$ cat src/rtl/regfile_dump_reader.sv
// regfile_dump_reader
// Walks every register index through the register file's two combinational
// read ports (even index on port 1, odd index on port 2) and streams the
// captured words out one per beat on a valid/ready interface, tagged with
// the register index. A single done pulse marks the end of a complete dump.

module regfile_dump_reader #(
  parameter int NUM_REGS   = 32,
  parameter int DATA_WIDTH = 32,
  parameter int ADDR_WIDTH = 5
) (
  input  logic                  clk,
  input  logic                  reset,
  input  logic                  start,
  output logic [ADDR_WIDTH-1:0] read_reg1,
  output logic [ADDR_WIDTH-1:0] read_reg2,
  input  logic [DATA_WIDTH-1:0] read_data1,
  input  logic [DATA_WIDTH-1:0] read_data2,
  output logic [DATA_WIDTH-1:0] out_data,
  output logic [ADDR_WIDTH-1:0] out_index,
  output logic                  out_valid,
  input  logic                  out_ready,
  output logic                  busy,
  output logic                  done
);

  localparam logic [2:0] ST_IDLE  = 3'd0;
  localparam logic [2:0] ST_READ  = 3'd1;
  localparam logic [2:0] ST_SEND0 = 3'd2;
  localparam logic [2:0] ST_SEND1 = 3'd3;
  localparam logic [2:0] ST_DONE  = 3'd4;

  // Pair counter value of the final pair (NUM_REGS-2 / NUM_REGS-1).
  localparam logic [ADDR_WIDTH-1:0] LAST_K = ADDR_WIDTH'(NUM_REGS / 2 - 1);

  logic [2:0]            r_state;
  logic [ADDR_WIDTH-1:0] r_k;
  logic [ADDR_WIDTH-1:0] r_read_reg1;
  logic [ADDR_WIDTH-1:0] r_read_reg2;
  logic [DATA_WIDTH-1:0] r_buf1;
  logic [DATA_WIDTH-1:0] r_out_data;
  logic [ADDR_WIDTH-1:0] r_out_index;
  logic                  r_out_valid;
  logic                  r_busy;
  logic                  r_done;

  logic w_accept;

  assign w_accept  = r_out_valid & out_ready;

  assign read_reg1 = r_read_reg1;
  assign read_reg2 = r_read_reg2;
  assign out_data  = r_out_data;
  assign out_index = r_out_index;
  assign out_valid = r_out_valid;
  assign busy      = r_busy;
  assign done      = r_done;

  // Dump sequencer: address pairs, capture read data, stream two beats per pair.
  always_ff @(posedge clk) begin
    if (reset) begin
      r_state     <= ST_IDLE;
      r_k         <= '0;
      r_read_reg1 <= '0;
      r_read_reg2 <= '0;
      r_buf1      <= '0;
      r_out_data  <= '0;
      r_out_index <= '0;
      r_out_valid <= 1'b0;
      r_busy      <= 1'b0;
      r_done      <= 1'b0;
    end else begin
      case (r_state)
        ST_IDLE: begin
          r_done <= 1'b0;
          if (start) begin
            r_state     <= ST_READ;
            r_busy      <= 1'b1;
            r_k         <= '0;
            r_read_reg1 <= ADDR_WIDTH'(0);
            r_read_reg2 <= ADDR_WIDTH'(1);
          end
        end
        ST_READ: begin
          // The output data register doubles as the even-word capture buffer;
          // the odd word waits in r_buf1 until the first beat is accepted.
          r_out_data  <= read_data1;
          r_buf1      <= read_data2;
          r_out_index <= r_read_reg1;
          r_out_valid <= 1'b1;
          r_state     <= ST_SEND0;
        end
        ST_SEND0: begin
          if (w_accept) begin
            r_out_data  <= r_buf1;
            r_out_index <= r_read_reg2;
            r_state     <= ST_SEND1;
          end
        end
        ST_SEND1: begin
          if (w_accept) begin
            r_out_valid <= 1'b0;
            if (r_k == LAST_K) begin
              r_state <= ST_DONE;
              r_busy  <= 1'b0;
              r_done  <= 1'b1;
            end else begin
              r_k         <= r_k + ADDR_WIDTH'(1);
              r_read_reg1 <= r_read_reg1 + ADDR_WIDTH'(2);
              r_read_reg2 <= r_read_reg2 + ADDR_WIDTH'(2);
              r_state     <= ST_READ;
            end
          end
        end
        ST_DONE: begin
          r_done  <= 1'b0;
          r_state <= ST_IDLE;
        end
        default: begin
          r_state     <= ST_IDLE;
          r_out_valid <= 1'b0;
          r_busy      <= 1'b0;
          r_done      <= 1'b0;
        end
      endcase
    end
  end

endmodule

$ cat config.mk
export PLATFORM = sky130hd
export DESIGN_NAME = regfile_dump_reader
export DESIGN_NICKNAME = d
export VERILOG_FILES = /design/src/rtl/regfile_dump_reader.sv
export SDC_FILE = /design/constraint.sdc
export NUM_CORES = 1
export LEC_CHECK = 0
export CAP_MARGIN = 30
export CORE_MARGIN = 3
export CORE_UTILIZATION = 40
export DETAILED_ROUTE_END_ITERATION = 10
export PLACE_DENSITY_LB_ADDON = 0.12
export SLEW_MARGIN = 10
export SYNTH_ARGS = -nofsm -noshare
export SYNTH_HDL_FRONTEND = slang
export SYNTH_SLANG_ARGS = --single-unit
export TNS_END_PERCENT = 20
$ cat constraint.sdc
create_clock -name clk -period 3.4 [get_ports clk]
set_input_delay 0.68 -clock clk [delete_from_list [all_inputs] [get_ports clk]]
set_output_delay 0.68 -clock clk [all_outputs]
set_load 0.005 [all_outputs]
Word level (Yosys, flattened, before mapping)
Index checks and enable logic that the tools add are counted.
- register bits: 90
- input bits: 68
- output and inout bits: 50
- word-level logic and storage cells: 68
- mux-type cells: 29
- bitwise logic cells: 4
- reduce and logical (&&, ||, !) cells: 12
- add/sub/neg operators: 3
- equal/unequal tests: 10
- operator list (cell ; count):
    32-bit one-hot mux with 2 select lines ; 1
    5-bit two-way mux ; 9
    5-bit one-hot mux with 2 select lines ; 4
    32-bit two-way mux ; 1
    3-bit two-way mux ; 4
    3-bit one-hot mux with 4 select lines ; 1
    5-bit by 2-bit adder with 5-bit output, second input constant ; 2
    2-bit inequality test, second input constant ; 5
    4-bit AND reduction ; 2
    3-bit by 2-bit equality test with 1-bit output, second input constant ; 2
    1-bit two-way mux ; 6
    1-bit one-hot mux with 3 select lines ; 2
    3-bit AND reduction ; 2
    3-bit OR reduction ; 2
    5-bit by 1-bit adder with 5-bit output, second input constant ; 1
    5-bit by 4-bit equality test with 1-bit output, second input constant ; 1
    2-bit AND reduction ; 2
    2-bit nonzero test ; 2
    3-bit by 1-bit equality test with 1-bit output, second input constant ; 1
    3-bit equality test, second input constant ; 1
    3-bit logical NOT ; 1
    1-bit NOT ; 3
    1-bit one-hot mux with 2 select lines ; 1
    2-bit OR reduction ; 1
    1-bit AND ; 1

Longest topological paths before layout
Gate-level depths: netlist of the first run.
- word-level depth: 4
- gate-level depth with buffers: 7
- gate-level depth less buffers: 6

Least setup slack after synthesis of the first run
Ideal clock, no wire load.
- path kind: reg2reg
- start: reg r_k[0]
- end: reg r_read_reg1[1] (netlist: read_reg1[1])
- path slack: 1.609 ns
- period minus slack after synthesis: 1.791 ns
- stages on the path, launching flop included: 8
- arrival: 1.675 ns
- required time: 3.284 ns
- path buffers: 1
- library setup time: 0.116 ns
- cell sequence: dfxtp_1 > ha_1 > and3_1 > ha_1 > nor4bb_1 > buf_2 > a21oi_2 > a31o_1
- word-level cells in the longest chain between the ends: 3
- ends and longest elaborated chain (what ; line ; RTL):
    from (decl) ; 37 ; logic [ADDR_WIDTH-1:0] r_k;
    from (signal assigned) ; 108 ; r_k <= r_k + ADDR_WIDTH'(1);
    5-bit by 4-bit equality test with 1-bit output ; 103 ; if (r_k == LAST_K) begin
    2-bit inequality test (no line) ; n/a ;
    4-bit AND reduction (no line) ; n/a ;
    to (signal assigned) ; 109 ; r_read_reg1 <= r_read_reg1 + ADDR_WIDTH'(2);
    to (decl) ; 38 ; logic [ADDR_WIDTH-1:0] r_read_reg1;
No other way between the ends.
A chain may end at the register's enable or synchronous reset.

Final worst setup path of the first run
- start: reg r_state[1]
- end: reg r_out_data[0] (netlist: out_data[0])
- word-level cells in the longest chain between the ends: 3
- elaborated cells on any way between the ends: 6
- those cells by class: 3 x eq/ne; 1 x mux; 2 x reduce/logical
- ends and longest elaborated chain (what ; line ; RTL):
    from (decl) ; 36 ; logic [2:0] r_state;
    from (signal assigned) ; 62 ; r_state <= ST_IDLE;
    from (signal assigned) ; 77 ; r_state <= ST_READ;
    from (signal assigned) ; 91 ; r_state <= ST_SEND0;
    3-bit by 2-bit equality test with 1-bit output or 3-bit by 1-bit equality test with 1-bit output (tied branches) ; 73 ; case (r_state)
    2-bit inequality test (no line) or 2-bit nonzero test (tied branches) ; n/a ;
    2-bit AND reduction (no line) ; n/a ;
    to (signal assigned) ; 87 ; r_out_data <= read_data1;
    to (signal assigned) ; 95 ; r_out_data <= r_buf1;
    to (decl) ; 41 ; logic [DATA_WIDTH-1:0] r_out_data;
Several ways; a longest one is shown, not always the timed one.

==> results.txt, run 1 <==
After clock tree synthesis, the flow added hold-fix buffers numbering 0. The post-synthesis register bit count came out at 89. The first-pass GRT wire length is 15.80 mm. The max-capacitance violation count is 0.

The combined area of the multi-input logic cells is 2058 sq um. The achievable frequency is 0.4623 GHz. The number of cells on the worst hold path came out at 2. The worst min-delay path startpoint is r_buf1[4]$_SDFFE_PP0P_. The fraction of registers with async set or reset after synthesis came out at 0%. The core region is 9864 sq um. Power comes to 2.551 mW. The run finished with clean final reports. Detailed placement ended at an HPWL of 6.694 mm. The cell area that synthesis handed to floorplanning was 4093 sq um. Once the floorplan was initialized, standard cells occupied 41.49% of the core. The number of enable flip-flop cells after synthesis is 0.

The clock transition time at the flip-flop clock pins of the worst setup and hold paths is 90 ps. The total vias in the final route is 3415. The area added between synthesis and finish is 33.26%. The final period demand of the worst path is 2163 ps. The actual transition at the worst max-transition pin came out at 778.1 ps.

The path class of the tightest hold or removal check is reg2reg. Once detail routing completed, the nets flagged for antenna violations numbered 0. Setup slack on the worst reg-to-reg path comes out at 1240 ps. The worst-case vdd ir drop is 0.2200 mV. The height of the die came out at 107.2 um. The switching share of power came out at 26.94%. The number of diodes added for antenna fixing came out at 0. The floorplan step defined a die boundary enclosing 11480 sq um. Fill cells in the final layout number 917. The portion of total power attributed to combinational logic came out at 21.9%. The most common flop cell mapped by yosys is sky130_fd_sc_hd__dfxtp_1.

The worst pin sits at a relative slew slack of 48.13%. The insertion delay to the later sink of the worst-skew pair came out at 350 ps. The count of pins on the block boundary is 118. The post-detailed-route via-to-cell ratio came out at 5.198.

In this run the tool buffered the top-level ports with 116 buffer cells. The post-cts repair resize count came out at 0. The worst setup path is captured at a register. The die is 107.2 um wide.

The part of the Yosys area used for sequential elements came out at 43.53%. The worst setup path is launched from a register. Summed over all layers, the routed wires come to 10.11 mm. Before antenna repair, the detailed router went through 4 iterations. The data arrival time of the worst path is 2370 ps.

The net switching power came out at 0.6871 mW. For this design the static power due to leakage is 1.879 nW. For this run the aggregate overflow at the end of global routing stands at 0. For this run, design rule violations remaining after detail routing come to 0. The storage element area came out at 1782 sq um. The layout cell share with drive strength beyond 1 came out at 11.45%. The internal power summed over all cells came out at 1.864 mW. The number of global-route vias before repair came out at 3213. At the worst endpoint, the required time is 3610 ps. The average cell area after synthesis is 9.630 sq um. The max-slew violation count came out at 0. For this design the ratio of total power to cell area is 467.7 nW/um^2. The total clock sinks came out at 89.

The first routing iteration left 84 violations. TritonCTS built the clock tree. The post-synth net total came out at 497. The worst setup path category is reg2reg. The endpoint identified for the worst register-to-register timing path is out_data[0]$_SDFFE_PP0P_. On the final layout, the worst clock skew is 10.20 ps. The net count of the finished layout is 592. The worst register-to-register path begins at r_state[1]$_SDFFE_PP0P_. The count of yosys warnings during synthesis is 0.

The cell count after synthesis came out at 425. The total routing resource utilization after global routing came out at 17.13%. Setup repair after global routing left no endpoint under its margin. The period utilization came out at 63.63%. The H-tree level count is 3. The utilization of the core after routing came out at 55.29%. After detailed routing, the average wire length per cell comes to 15.39 um. The post-route setup TNS is 0 ps. The share of total power in the clock network is 31.4%. The count of final hold-check violations is 0. Registers are responsible for 46.7% of the overall power. The maximum fanout along the worst path is 28. The worst reg-to-reg path cell count is 4. The worst hold margin came out at 457.5 ps.

The number of placement rows is 36. The distinct cell type count of the synthesized netlist came out at 43. The worst-case clock buffer depth is 2. The final count of negative-setup-slack endpoints is 0. The tree is rooted in a sky130_fd_sc_hd__clkbuf_8. The initial antenna violation count came to 0. The worst hold path endpoint is r_buf1[4]$_SDFFE_PP0P_.

At the end of routability-driven placement, the weighted congestion stood at 0.7135. The total setup buffers inserted after CTS came out at 0. The number of buffers created by CTS is 9. Entering global routing, the biggest net connects 52 pins.
## cell families after synthesis
kind of cell               share of synthesized area [%]
and+or+nand+nor                                    17.27
AOI/OAI and AO/OA                                  21.37
DFF                                                43.53
buffers and inverters                              6.726
muxes                                              9.783
adders and majority gates                          1.223
other                                            0.09163
## synth_stat cells (5+ instances only)
cell type	n	area (sq um)
sky130_fd_sc_hd__dfxtp_1	89	1782
sky130_fd_sc_hd__nand2_1	74	277.8
sky130_fd_sc_hd__mux2i_1	40	400.4
sky130_fd_sc_hd__nor2_1	40	150.1
sky130_fd_sc_hd__a21oi_1	36	180.2
sky130_fd_sc_hd__a221oi_2	30	450.4
sky130_fd_sc_hd__buf_2	16	80.08
sky130_fd_sc_hd__a31oi_1	13	81.33
sky130_fd_sc_hd__clkbuf_1	10	37.54
sky130_fd_sc_hd__a221oi_1	6	52.55
sky130_fd_sc_hd__nand2b_1	6	37.54
sky130_fd_sc_hd__and3_1	5	31.28
## metal layers
metal	track usage, %	share of wire (%)
met3	2.950	4.3
met4	6.484	1.3
met2	27.08	47
met1	23.36	47
met5	0	0
## registers in the layout (all words and copies together), names as in the netlist
name / cells
read_reg2: 5
r_state: 3
r_k: 5
out_index: 5
r_buf1: 32
read_reg1: 4
out_data: 32
done: 1
out_valid: 1
busy: 1
## metrics by stage
stage               worst slack (ps)  area, sq um  std cells
detailed placement             927.6         5236        642
floorplan                       1609         4093        425
finish                          1237         5454        657
CTS                             1223         5454        657
global route                    1082         5454        657
global placement               967.6         5236        642
## power groups by stage
stage          Sequential (mW)  Combinational [mW]  Clock [mW]
6_report                  1.19               0.559       0.801
5_1_grt                   1.20               0.613       0.848
3_3_place_gp              1.22               0.558           0
3_5_place_dp              1.22               0.566           0
2_1_floorplan             1.20               0.343           0
4_1_cts                   1.19               0.568       0.821
## worst max-delay path by stage
stage	start	to	slack (ps)	depth (start not counted)
after CTS	r_state[1]$_SDFFE_PP0P_	out_data[0]$_SDFFE_PP0P_	1220	4
after floorplan	r_k[0]$_SDFFE_PP0P_	read_reg1[1]$_SDFFE_PP0P_	1610	7
after global placement	out_ready	out_data[4]$_SDFFE_PP0P_	970	5
after detailed placement	out_ready	out_data[2]$_SDFFE_PP0P_	930	5
after global routing	r_state[1]$_SDFFE_PP0P_	out_data[0]$_SDFFE_PP0P_	1080	4
final	r_state[1]$_SDFFE_PP0P_	out_data[0]$_SDFFE_PP0P_	1240	4
## layout make-up
type | instances | area share (%)
clock buffers | 11 | 2.592
clock inverters | 4 | 1.399
inverters | 3 | 0.2065
multi-input cells | 293 | 37.74
flip-flops and latches | 89 | 32.67
well taps | 133 | 3.051
repair buffers | 124 | 22.34
## worst max-delay path, stage by stage (launching register included)
cell and delay [ps]:
sky130_fd_sc_hd__dfxtp_1 760, sky130_fd_sc_hd__nor3b_4 300, sky130_fd_sc_hd__buf_4 470, sky130_fd_sc_hd__mux2i_1 370
sky130_fd_sc_hd__a221oi_2 110
## cell usage in the layout (no fill, tap or decap), drive strengths merged, types with 2 or more instances in the layout
cell / instances
a21oi: 38
nand3b: 2
a31oi: 13
nor4: 3
and2: 2
or2b: 4
dfxtp: 89
nand2b: 6
ha: 4
clkdlybuf4s50: 115
inv: 4
nor2b: 2
o21ai: 3
clkbuf: 11
a211o: 2
nor3b: 3
a221oi: 36
a31o: 3
and3: 5
nor2: 40
mux2i: 40
bufinv: 2
nand2: 74
buf: 9
(Power assumes the default switching activity.)
==> run 2: changes to the inputs <==
==> constraint.sdc (replaced) <==
create_clock -name clk -period 2.25 [get_ports clk]
set_input_delay 0.45 -clock clk [delete_from_list [all_inputs] [get_ports clk]]
set_output_delay 0.45 -clock clk [all_outputs]
set_load 0.005 [all_outputs]
==> results.txt, run 2 (same netlist as run 1, synthesis figures left out) <==
The number of global-route vias before repair came out at 3235. Along the worst path, the maximum fanout reaches 8. Relative to the synthesized area, the layout overhead comes to 35.34%. The most common library cell in the layout ignoring fill and taps is sky130_fd_sc_hd__clkdlybuf4s50_1. The first global-routing pass estimated 16.38 mm of wire. The routed wire length per instance is 15.22 um. The number of diodes added for antenna fixing came out at 0. The final setup slack of the worst path came out at 261.4 ps. The power per cell area is 702.1 nW/um^2. The layout cell share with drive strength beyond 1 came out at 12.78%. The critical path required time is 2510 ps. At the placement stage, the worst setup path has a slack of 167.0 ps. The worst-case vdd ir drop is 0.3449 mV. In the final design database the tool counted 600 nets.

The number of buffers created by CTS is 9. Fill cells in the final layout number 900. The floorplan has 36 rows. The max-slew violation count came out at 0.

For this run, design rule violations remaining after detail routing come to 0. Once detail routing completed, the nets flagged for antenna violations numbered 0. The clock tree from TritonCTS is yes. The post-cts repair resize count is 0. The H-tree generated during clock tree synthesis spans 3 levels. The initial standard-cell utilization of the core is 41.49%. In the routed layout, each cell is associated on average with a via count of 5.128. Summing over every cut layer, the via total after detailed routing is 3410.

The worst slew margin relative to its limit came out at 53.15%. The number of violations reported at the end of detailed-routing iteration 0 is 114. The final count of negative-setup-slack endpoints is 0. The max-capacitance violation count is 0. The utilization of the core after routing is 56.15%. Between clock sinks in the finished design, the worst skew comes to 12.33 ps. The insertion delay to the later sink of the worst-skew pair came out at 350 ps. The period utilization came out at 88.38%. The placeable core region is 9864 sq um. The number of hold-repair buffers added at the cts stage came out at 0. The critical path in this run is classified as reg2reg.

The total setup buffers inserted after CTS came out at 0. The worst-case clock buffer depth is 2. The post-route setup TNS is 0 ps. The cell chosen for the clock root is sky130_fd_sc_hd__clkbuf_8. The final period demand of the worst path is 1989 ps.

For this run, the top clock speed supported by timing is 0.5029 GHz. The pin count of the biggest net entering global routing is 47. Setup repair after global routing left no endpoint under its margin.

The count of final hold-check violations is 0. The worst setup path is captured at a register. From left edge to right edge, the die measures 107.2 um.

The die area came out at 11480 sq um. The clock transition time at the flip-flop clock pins of the worst setup and hold paths is 90 ps. The actual transition at the worst max-transition pin is 701.7 ps. The worst hold margin is 457.9 ps. The total routing resource utilization after global routing is 17.74%. 118 I/O pins were placed. The routability congestion estimate from global placement is 0.7214. The total chip power came out at 3.889 mW.

The pre-antenna-repair detailed-routing pass consisted of 4 iterations. For this design the static power due to leakage is 1.928 nW. Global routing finished with a remaining overflow of 0.

The class of the tightest hold or removal check is reg2reg. The detailed-placement wirelength estimate is 6.973 mm. The flow ran to the end, and the final reports show no timing, DRC or antenna violations. The total routed wirelength came out at 10.12 mm. The total clock sinks is 89.

The quantity of I/O buffers inserted on ports came out at 116. In the layout the commonest cells are sky130_fd_sc_hd__clkdlybuf4s50_1 (115), sky130_fd_sc_hd__dfxtp_1 (89), sky130_fd_sc_hd__nand2_1 (74), sky130_fd_sc_hd__mux2i_1 (40), sky130_fd_sc_hd__nor2_1 (40). The kind of launch point of the worst setup path is a register. The height of the die came out at 107.2 um. The initial antenna violation count came out at 0. The data arrival time of the worst path is 2250 ps.
-- run 2: changes by cell type in the layout (fill, tap and decap cells not counted) --
cell | previous run | this run
sky130_fd_sc_hd__buf_4 | 9 | 15
sky130_fd_sc_hd__buf_12 | 0 | 2
-- run 2: worst paths after layout --
kind	slack (ps)	endpoint	start	cells after the start
max reg2reg	260	read_reg1[1]$_SDFFE_PP0P_	r_k[0]$_SDFFE_PP0P_	7
min	460	r_buf1[8]$_SDFFE_PP0P_	r_buf1[8]$_SDFFE_PP0P_	2
max	260	read_reg1[1]$_SDFFE_PP0P_	r_k[0]$_SDFFE_PP0P_	7
min reg2reg	460	r_buf1[8]$_SDFFE_PP0P_	r_buf1[8]$_SDFFE_PP0P_	2
-- run 2: routing by layer --
| metal | wire (um) | up-vias | track usage (%) |
|---|---|---|---|
| met3 | 451 | 9 | 3.131 |
| met1 | 4831 | 1590 | 24.34 |
| met5 | 0 | - | 0 |
| met2 | 4727 | 81 | 27.97 |
| met4 | 111 | 0 | 6.301 |
| li1 | - | 1730 | - |
-- run 2: metrics by stage --
step	instances	area, sq um
final	665	5539
after CTS	665	5539
after detailed placement	650	5321
after global placement	650	5321
after global routing	665	5539
after floorplan	425	4093
-- run 2: critical path: stages (launching register included) --
cell and delay [ps]:
sky130_fd_sc_hd__dfxtp_1 350, sky130_fd_sc_hd__ha_1 230, sky130_fd_sc_hd__and3_1 200, sky130_fd_sc_hd__ha_1 230
sky130_fd_sc_hd__nor4bb_1 280, sky130_fd_sc_hd__buf_4 210, sky130_fd_sc_hd__a21oi_2 140, sky130_fd_sc_hd__a31o_1 240
-- run 2: layout make-up --
cell class              instances  area (sq um)  area share, %
clock buffers                  11         141.4          2.553
inverters                       3         11.26         0.2033
repair buffers                132          1304          23.54
multi-input cells             293          2058          37.16
well taps                     133         166.4          3.004
flip-flops and latches         89          1782          32.17
clock inverters                 4         76.32          1.378
-- run 2: report_power, final --
group	switching (mW)	internal, mW	leakage [nW]	total (mW)
clock	0.562	0.655	0.106	1.22
combinational	0.408	0.478	1.09	0.886
sequential	0.0811	1.71	0.727	1.79
total	1.05	2.84	1.93	3.89
==> run 3: changes to the inputs <==
--- a/config.mk
+++ b/config.mk
@@ -5,10 +5,12 @@
 export SDC_FILE = /design/constraint.sdc
 export NUM_CORES = 1
 export LEC_CHECK = 0
-export CAP_MARGIN = 30
+export CAP_MARGIN = 20
+export CORE_ASPECT_RATIO = 1.5
 export CORE_MARGIN = 3
 export CORE_UTILIZATION = 40
 export DETAILED_ROUTE_END_ITERATION = 10
+export DONT_BUFFER_PORTS = 1
 export PLACE_DENSITY_LB_ADDON = 0.12
 export SLEW_MARGIN = 10
 export SYNTH_ARGS = -nofsm -noshare
==> results.txt, run 3 (same netlist as run 1, synthesis figures left out) <==
The max-capacitance violation count came out at 0. In this run, post-CTS repair resized a total of 0 instances. STA puts the critical path data required time at 2480 ps. The remaining antenna violation count after routing is 0. At the pin with the least slew margin, the transition time is 683.8 ps. The length of the first detailed-routing pass in iterations is 4. The leakage power is 1.488 nW. The fill cell total of the finished layout is 989.

In the layout the commonest cells are sky130_fd_sc_hd__dfxtp_1 (89), sky130_fd_sc_hd__nand2_1 (74), sky130_fd_sc_hd__mux2i_1 (40), sky130_fd_sc_hd__nor2_1 (40), sky130_fd_sc_hd__a21oi_1 (36). The total stage count of the critical path is 7. The final setup slack of the worst path is 263.0 ps.

The total number of nets in the final design is 478. Once layout is done, the placed cells without fillers occupy 4382 sq um. The count of unresolved DRC violations after routing came out at 0. The area added between synthesis and finish is 7.062%. In the final routed layout, each cell accounts on average for 19.16 um. Timing analysis after detailed placement gives a worst setup slack of 259.5 ps. The die area came out at 11510 sq um.

The delay contributed by the slowest stage of the critical path came out at 340 ps. The total routed wirelength is 10.06 mm. Entering global routing, the biggest net connects 81 pins. The number of placement rows is 44. The worst reg-to-reg path cell count came out at 7. The height of the die is 129.9 um.

The worst hold margin is 194.8 ps. The cell occurring most often along the worst timing path is sky130_fd_sc_hd__ha_1. The cell sitting at the root of the clock tree is a sky130_fd_sc_hd__clkbuf_16.

In the final timing run, aggregate negative setup slack is 0 ps. The library cell used most frequently in the layout, excluding fill and tap cells, is sky130_fd_sc_hd__dfxtp_1. The number of diodes added for antenna fixing is 0. The count of pins on the block boundary came out at 118. The worst setup path category is reg2reg. The total overflow reported by the global router came out at 0. STA classifies the critical path endpoint as a register. The number of violations reported at the end of detailed-routing iteration 0 came out at 109.

STA classifies the critical path startpoint as a register. The total routing resource utilization after global routing is 17.70%. The clock net in this run drives a total of 89 sinks. Together, buffers and inverters on the worst path number 1. Clock tree synthesis inserted a total of 9 buffers. The routability congestion estimate from global placement is 0.7948. The final count of negative-setup-slack endpoints is 0. The total chip power is 3.803 mW. The endpoint identified for the worst register-to-register timing path is read_reg1[1]$_SDFFE_PP0P_.

TritonCTS built the clock tree. The initial antenna violation count is 0. The internal reg-to-reg setup slack is 260 ps. Following the worst setup path forward leads to its endpoint at read_reg1[1]$_SDFFE_PP0P_. The worst slew margin relative to its limit is 54.35%. The period utilization is 88.31%. The number of global-route vias before repair is 3032. The total setup buffers inserted after CTS is 0. The layout cell share with drive strength beyond 1 came out at 14.88%. Traced cell by cell, the critical path runs through ha_1, and3_1, ha_1, nor4bb_1, buf_4, a21oi_2, a31o_1. The post-detailed-route via-to-cell ratio came out at 5.747. The tightest min-delay check is of the in2reg type.

For this design, the slowest cell found on the critical path is sky130_fd_sc_hd__dfxtp_1. The total vias in the final route is 3017. The first global-routing pass estimated 15.61 mm of wire. Hold repair after CTS inserted 0 buffers. The count of final hold-check violations is 0. Setup repair after global routing left no endpoint under its margin. Once the floorplan was initialized, standard cells occupied 41.53% of the core.

The post-layout instance count excluding filler cells is 525. The width of the die came out at 88.59 um. The quantity of I/O buffers inserted on ports came out at 0. The insertion delay to the later sink of the worst-skew pair is 330 ps. The launching point of the worst reg2reg path is r_k[0]$_SDFFE_PP0P_.

The placed instances occupy a cell area of 4095 sq um. Grouping stages by cell kind, the critical path spends the most delay in simple AND/OR/NAND/NOR gates. The worst-case clock buffer depth is 2.

The placeable core region is 9854 sq um. The worst-case vdd ir drop came out at 0.3706 mV. The power per cell area is 868.0 nW/um^2. The max-slew violation count was 0. The flow ran to the end, and the final reports show no timing, DRC or antenna violations. The achievable frequency came out at 0.5033 GHz. The detailed-placement wirelength estimate came out at 6.699 mm. The utilization of the core after routing is 44.46%. The start point of the critical path is r_k[0]$_SDFFE_PP0P_. The H-tree level count is 3. The total instance count after detailed placement is 510. The maximum fanout along the worst path came out at 8. The post-route clock skew is 4.720 ps. After layout, the minimum clock period comes to 1987 ps. The data arrival time of the worst path came out at 2210 ps.

The clock transition time at the flip-flop clock pins of the worst setup and hold paths is 60 ps.
run 3: cell count changes in the layout (fill, tap and decap cells not counted), sizes merged:
cell and delta:
clkbuf -1, clkdlybuf4s50 -115, bufinv -1, clkinvlp +2
buf -7, inv -1, clkinv +1
run 3: final cells by class:
class | instances | area (sq um) | share of cell area, %
Sequential cell | 89 | 1782 | 40.66
Multi-Input combinational cell | 293 | 2058 | 46.97
Clock inverter | 5 | 57.56 | 1.314
Inverter | 3 | 11.26 | 0.2570
Clock buffer | 10 | 229.0 | 5.226
Timing Repair Buffer | 10 | 100.1 | 2.284
Tap cell | 115 | 143.9 | 3.284
run 3: where the power goes:
group	switching [mW]	internal (mW)	total [mW]
combinational	0.315	0.232	0.547
clock	0.591	0.852	1.44
sequential	0.104	1.71	1.81
total	1.01	2.79	3.80
run 3: worst min path at each step:
stage	from	cells past startpoint	to
after global routing	reset	1	out_data[10]$_SDFFE_PP0P_
after global placement	r_buf1[28]$_SDFFE_PP0P_	2	r_buf1[28]$_SDFFE_PP0P_
after floorplan	r_k[3]$_SDFFE_PP0P_	1	r_k[3]$_SDFFE_PP0P_
final	reset	1	out_data[1]$_SDFFE_PP0P_
after detailed placement	r_buf1[12]$_SDFFE_PP0P_	2	r_buf1[12]$_SDFFE_PP0P_
after CTS	reset	1	out_data[25]$_SDFFE_PP0P_
run 3: worst register-to-register path, delay by kind of cell, from the launching register on:
kind / cells / cell delay, ps
flip-flops: 1 / 340
buffers and inverters: 1 / 220
AO/OA/AOI/OAI: 2 / 390
AND/OR/NAND/NOR: 2 / 490
adder cells (fa/ha/maj): 2 / 460
run 3: metal layers:
layer / track usage, % / part of all wire, % / vias to the layer above
met5: 0 / 0 / -
met3: 6.886 / 7.6 / 11
li1: - / - / 1487
met2: 31.03 / 53 / 73
met1: 19.13 / 38 / 1446
met4: 6.228 / 1.8 / 0
